`src/rtl/regfile_ptr_pkg.sv`:
```
// Shared tinySoC definitions: default register count and the pointer-operation
// encoding used between the register file and its incrementer.
package tinysoc_pkg;

  localparam int REG_COUNT_DEFAULT = 16;

  typedef enum logic [1:0] {
    PTR_NOP,
    PTR_INC,
    PTR_DEC
  } ptr_op_e;

  // inc and dec together cancel out, so only a lone strobe is a real operation
  function automatic ptr_op_e decode_ptr_op(input logic inc, input logic dec);
    if (inc && !dec) return PTR_INC;
    if (dec && !inc) return PTR_DEC;
    return PTR_NOP;
  endfunction

endpackage

```
`src/rtl/regfile_ptr_if.sv`:
```
// Bus bundle for the register file: write port, two read ports and the
// pointer port. The datapath drives it as master, the register file is slave.
interface regfile_ptr_if
  import tinysoc_pkg::*;
#(
  parameter int WIDTH = 8,
  parameter int DEPTH = REG_COUNT_DEFAULT
);
  localparam int AW = $clog2(DEPTH);
  localparam int PW = (AW > 1) ? AW - 1 : 1;

  logic [AW-1:0]      in_select;
  logic [WIDTH-1:0]   in_data;
  logic               write_en;
  logic [AW-1:0]      out_a_select;
  logic [AW-1:0]      out_b_select;
  logic [WIDTH-1:0]   out_a;
  logic [WIDTH-1:0]   out_b;
  logic [PW-1:0]      inc_select;
  logic               inc;
  logic               dec;
  logic [2*WIDTH-1:0] out_c;
  logic               wrap;

  modport master (
    output in_select, in_data, write_en, out_a_select, out_b_select,
    output inc_select, inc, dec,
    input  out_a, out_b, out_c, wrap
  );

  modport slave (
    input  in_select, in_data, write_en, out_a_select, out_b_select,
    input  inc_select, inc, dec,
    output out_a, out_b, out_c, wrap
  );

endinterface

```
`src/rtl/regfile_ptr_incdec.sv`:
```
// Combinational +1/-1 on a full register pair, flagging the all-ones to zero
// (or zero to all-ones) transition as a wrap.
module ptr_incdec
  import tinysoc_pkg::*;
#(
  parameter int W = 16
) (
  input  logic [W-1:0] value_i,
  input  ptr_op_e      op_i,
  output logic [W-1:0] value_o,
  output logic         wrap_o
);

  always_comb begin
    value_o = value_i;
    wrap_o  = 1'b0;
    unique case (op_i)
      PTR_INC: begin
        value_o = value_i + W'(1);
        wrap_o  = &value_i;
      end
      PTR_DEC: begin
        value_o = value_i - W'(1);
        wrap_o  = ~|value_i;
      end
      default: ;
    endcase
  end

endmodule

```
`src/rtl/regfile_ptr.sv`:
```
// General-purpose register file with two combinational read ports, one write
// port and a pointer port that steps an adjacent register pair as one value.
module regfile_ptr
  import tinysoc_pkg::*;
#(
  parameter int WIDTH = 8,
  parameter int DEPTH = REG_COUNT_DEFAULT
) (
  input logic          clk,
  input logic          rst,
  regfile_ptr_if.slave bus
);

  localparam int AW = $clog2(DEPTH);

  logic [WIDTH-1:0]   regs_q [DEPTH];
  logic [WIDTH-1:0]   regs_d [DEPTH];
  logic               wrap_q;
  logic               wrap_d;

  ptr_op_e            ptrOp;
  logic [AW-1:0]      loIdx;
  logic [AW-1:0]      hiIdx;
  logic [2*WIDTH-1:0] pairValue;
  logic [2*WIDTH-1:0] pairNext;
  logic               pairWrap;
  logic               writeHitsPair;
  logic               ptrActive;

  // pair p lives in registers 2p (low half) and 2p+1 (high half)
  assign loIdx     = AW'({bus.inc_select, 1'b0});
  assign hiIdx     = loIdx | AW'(1);
  assign pairValue = {regs_q[hiIdx], regs_q[loIdx]};
  assign ptrOp     = decode_ptr_op(bus.inc, bus.dec);

  assign writeHitsPair = bus.write_en && ((bus.in_select | AW'(1)) == hiIdx);
  assign ptrActive     = (ptrOp != PTR_NOP) && !writeHitsPair;

  ptr_incdec #(
    .W(2 * WIDTH)
  ) u_incdec (
    .value_i (pairValue),
    .op_i    (ptrOp),
    .value_o (pairNext),
    .wrap_o  (pairWrap)
  );

  assign bus.out_a = regs_q[bus.out_a_select];
  assign bus.out_b = regs_q[bus.out_b_select];
  assign bus.out_c = pairValue;
  assign bus.wrap  = wrap_q;

  // a write into the selected pair cancels the whole pointer step, wrap included
  always_comb begin
    regs_d = regs_q;
    wrap_d = 1'b0;
    if (ptrActive) begin
      regs_d[loIdx] = pairNext[WIDTH-1:0];
      regs_d[hiIdx] = pairNext[2*WIDTH-1:WIDTH];
      wrap_d        = pairWrap;
    end
    if (bus.write_en) begin
      regs_d[bus.in_select] = bus.in_data;
    end
  end

  always_ff @(posedge clk) begin
    if (rst) begin
      for (int i = 0; i < DEPTH; i++) begin
        regs_q[i] <= '0;
      end
      wrap_q <= 1'b0;
    end else begin
      regs_q <= regs_d;
      wrap_q <= wrap_d;
    end
  end

endmodule

```
`src/flat_wrapper.sv`:
```
// flat-port wrapper written by rule: the top's interface ports become plain ports
module regfile_ptr_flat import tinysoc_pkg::*;
#(
  parameter int WIDTH = 8,
  parameter int DEPTH = REG_COUNT_DEFAULT
)
  (clk, rst, bus_in_select, bus_in_data, bus_write_en, bus_out_a_select, bus_out_b_select, bus_inc_select, bus_inc, bus_dec, bus_out_a, bus_out_b, bus_out_c, bus_wrap);
  regfile_ptr_if #(.WIDTH(WIDTH), .DEPTH(DEPTH)) bus_i ();
  input logic clk;
  input logic rst;
  input wire logic [$bits(bus_i.in_select)-1:0] bus_in_select;
  input wire logic [$bits(bus_i.in_data)-1:0] bus_in_data;
  input wire logic [$bits(bus_i.write_en)-1:0] bus_write_en;
  input wire logic [$bits(bus_i.out_a_select)-1:0] bus_out_a_select;
  input wire logic [$bits(bus_i.out_b_select)-1:0] bus_out_b_select;
  input wire logic [$bits(bus_i.inc_select)-1:0] bus_inc_select;
  input wire logic [$bits(bus_i.inc)-1:0] bus_inc;
  input wire logic [$bits(bus_i.dec)-1:0] bus_dec;
  output wire logic [$bits(bus_i.out_a)-1:0] bus_out_a;
  output wire logic [$bits(bus_i.out_b)-1:0] bus_out_b;
  output wire logic [$bits(bus_i.out_c)-1:0] bus_out_c;
  output wire logic [$bits(bus_i.wrap)-1:0] bus_wrap;
  assign bus_i.in_select = bus_in_select;
  assign bus_i.in_data = bus_in_data;
  assign bus_i.write_en = bus_write_en;
  assign bus_i.out_a_select = bus_out_a_select;
  assign bus_i.out_b_select = bus_out_b_select;
  assign bus_i.inc_select = bus_inc_select;
  assign bus_i.inc = bus_inc;
  assign bus_i.dec = bus_dec;
  assign bus_out_a = bus_i.out_a;
  assign bus_out_b = bus_i.out_b;
  assign bus_out_c = bus_i.out_c;
  assign bus_wrap = bus_i.wrap;
  regfile_ptr #(.WIDTH(WIDTH), .DEPTH(DEPTH)) u_core (.clk(clk), .rst(rst), .bus(bus_i));
endmodule
```
`config.mk`:
```
export PLATFORM = sky130hd
export DESIGN_NAME = regfile_ptr_flat
export DESIGN_NICKNAME = d
export VERILOG_FILES = /design/src/rtl/regfile_ptr_pkg.sv /design/src/rtl/regfile_ptr_if.sv /design/src/rtl/regfile_ptr_incdec.sv /design/src/rtl/regfile_ptr.sv /design/src/flat_wrapper.sv
export SDC_FILE = /design/constraint.sdc
export NUM_CORES = 1
export LEC_CHECK = 0
export ABC_AREA = 1
export ABC_CLOCK_PERIOD_IN_PS = 9900
export CAP_MARGIN = 30
export CELL_PAD_IN_SITES_DETAIL_PLACEMENT = 0
export CELL_PAD_IN_SITES_GLOBAL_PLACEMENT = 1
export CORE_MARGIN = 1.5
export CORE_UTILIZATION = 46
export DETAILED_ROUTE_END_ITERATION = 8
export PLACE_DENSITY_LB_ADDON = 0.1
export SLEW_MARGIN = 10
export SYNTH_ARGS = -nofsm -noshare
export SYNTH_HDL_FRONTEND = slang
export SYNTH_HIERARCHICAL = 1
export SYNTH_SLANG_ARGS = --single-unit
```
`constraint.sdc`:
```
create_clock -name clk -period 9.9 [get_ports clk]
set_input_delay 1.98 -clock clk [delete_from_list [all_inputs] [get_ports clk]]
set_output_delay 1.98 -clock clk [all_outputs]
set_load 0.05 [all_outputs]
```
==> flow_summary.yaml <==
run_status:
  status: "completed"
cts:
  htree_levels: 4
  cts_tree: "built"
  clockRootBuffer: "clkbuf_16"
  cts.sinks: 129
  cts_hold_buf: 0
  cts_resized: 0
  clock_latency_ns: 0.45
  cts_buffer_depth: 2
  cts_buffers: 17
  post-cts-setup-buffers: 0
  cts.reportedPaths.clkPinSlew_ns: 0.07
logic_synthesis:
  syn_nets: 2141
  syn_area_mm2: 0.0118
  postSynthCellCount: 2107
  syn_area_per_cell_um2: 5.62
  synth-edff-count: 0
  yosysWarnings: 6
  yosysMostFrequentCell: "nand2_1"
  synthFlopType: "dfxtp_1"
  ys_seq_area_frac: 0.218
  synth.top_cell.area_share: 0.218
  synthTopCellsByCount: "nand2_1 (538), inv_1 (360), nand3_1 (257), o21ai_0 (165), nand4_1 (143)"
  synth_cell_type_count: 37
  synth_top_area_cell: "dfxtp_1"
  ys_top_cells_by_area: "dfxtp_1 (22%), nand2_1 (17%), inv_1 (11%)"
  ys_ff_latch: 129
  synthArstFlopShare: 0
detailed_routing:
  vias_per_cell: 6.11
  drt.antenna.violating_nets: 0
  first_pass_iters: 6
  wirelength_mm: 55.3
  vias: 14600
  drcViolationCount: 0
  wl_per_cell_um: 23.2
  drt_iter0_drc: 2018
floorplan:
  dieArea_mm2: 0.0267
  pin_count: 61
  core.rowCount: 58
  coreArea_mm2: 0.0252
  die_x_um: 163
  fp.dieH_um: 163
  initial_core_util: 0.470
worst_setup_path:
  path_class: "primary input to primary output"
  critPathCaptureType: "primary output"
  crit_fanout: 21
  startpoint_type: "primary input"
  arrival_ns: 5.20
  worst_ep_required_time_ns: 7.92
sta:
  relSlewSlack: 0.268
  period_minus_slack_ns: 7.18
  fin_skew_ns: 0.0188
  tns_ns: 0
  finalSetupViolations: 0
  post-route-period-util: 0.726
  maxSlewViolCount: 0
  hold_viol_final: 0
  rsz0062_at_grt: "false"
  tightestPinTransition_ns: 1.09
  fmax_mhz: 139
  worst_slack_ns: 2.72
power:
  swShare: 0.382
  power_mw: 1.66
  p_int_mw: 1.03
  seqPwrFrac: 0.335
  leakage_nw: 6.74
  powerDensity_mw_per_mm2: 128
  power_frac_comb: 0.247
  p_sw_mw: 0.633
  vdd_drop_max_v: 0.0000881
  pwr-share-clk: 0.418
cells_and_area:
  fin_cells: 2387
  drive_above_1_share: 0.0608
  num_antenna_cells: 0
  final_area_mm2: 0.0129
  nets: 2078
  syn_to_final_growth_pct: 9.40
global_routing:
  grt_max_degree: 97
  overflow: 0
  grt.total_usage: 0.417
  grt_pass1_vias: 12600
  grt_pass1_wl_mm: 82.3
  antenna_found_initial: 0
place:
  dp_hpwl_mm: 38.8
  globalplace.congestion: 1.01
  io_buffers: 60
  dp_slack_ns: 2.45
  dp.cells: 2350
  placedInstanceArea_mm2: 0.0123
min_path:
  hp-class: "flip-flop to flip-flop"
flow_run:
  maxCapViolations: 0
[final timing paths]
path                                   endpoint  slack [ns]  cells after the start                           from
hold reg to reg   u_core/regs_q[115]$_SDFF_PP0_        0.54                      4  u_core/regs_q[115]$_SDFF_PP0_
setup reg to reg  u_core/regs_q[118]$_SDFF_PP0_        6.42                     19   u_core/regs_q[98]$_SDFF_PP0_
hold / removal    u_core/regs_q[115]$_SDFF_PP0_        0.54                      4  u_core/regs_q[115]$_SDFF_PP0_
setup / recovery                   bus_out_c[0]        2.72                      8              bus_inc_select[0]
[power by group through the flow]
stage,sequential [mW],combinational (mW),clock [mW]
global placement,0.566,0.388,0
floorplan,0.555,0.270,0
CTS,0.554,0.393,0.698
finish,0.555,0.410,0.694
detailed placement,0.566,0.392,0
global route,0.556,0.438,0.719
[critical path, stage by stage]
cell,delay (ns)
clkdlybuf4s50_1,0.58
inv_2,0.19
nand3_1,0.19
inv_1,0.33
buf_4,0.40
a22oi_1,0.16
nand4_1,0.45
clkdlybuf4s50_1,0.90
[layout make-up]
class	instances	area [µm²]
clock buffers	17	425
clock inverters	15	190
fillers	2748	12200
inverters	372	1410
multi-input cells	1440	7120
flip-flops and latches	129	2580
well taps	330	413
repair buffers	84	808
[per-stage QoR]
step / utilization / hold WS [ns]
after floorplan: - / 0.506
after global placement: 0.485 / 0.515
after detailed placement: 0.487 / 0.524
after CTS: 0.511 / 0.542
after global routing: 0.514 / 0.575
final: 0.514 / 0.543
[metal layers]
layer,wire (µm),track usage
met1,22400,0.556
met2,23500,0.622
met3,6480,0.102
met4,3000,0.209
met5,0,0
[sequential cells by signal, indices dropped and copies added, names as in the netlist]
name	flops
u_core/bus.wrap	1
u_core/regs_q	128
[cell families (layout without fill, tap and decap cells)]
group	Yosys count	count (layout)	share of synthesized area
adder cells (fa/ha/maj)	6	6	0.00634
AND/OR/NAND/NOR	1037	1037	0.405
buffers and inverters	538	488	0.182
flip-flops	129	129	0.218
XOR/XNOR	5	5	0.00370
AO/OA/AOI/OAI	392	392	0.186
[layout by cell type, fill, tap and decap left out, types with 8 or more instances in the layout]
cell type	instances
inv_1	358
o22ai_1	17
dfxtp_1	129
nand2_1	537
inv_2	8
buf_4	20
nor2_1	39
nand2_2	28
nor2_2	8
nand4_1	143
a22oi_1	13
o211ai_1	66
o21ai_0	162
a21oi_1	125
clkbuf_16	17
nand3_2	8
nand3_1	257
clkdlybuf4s50_1	56
No activity file was read; power rests on OpenSTA's default activity.
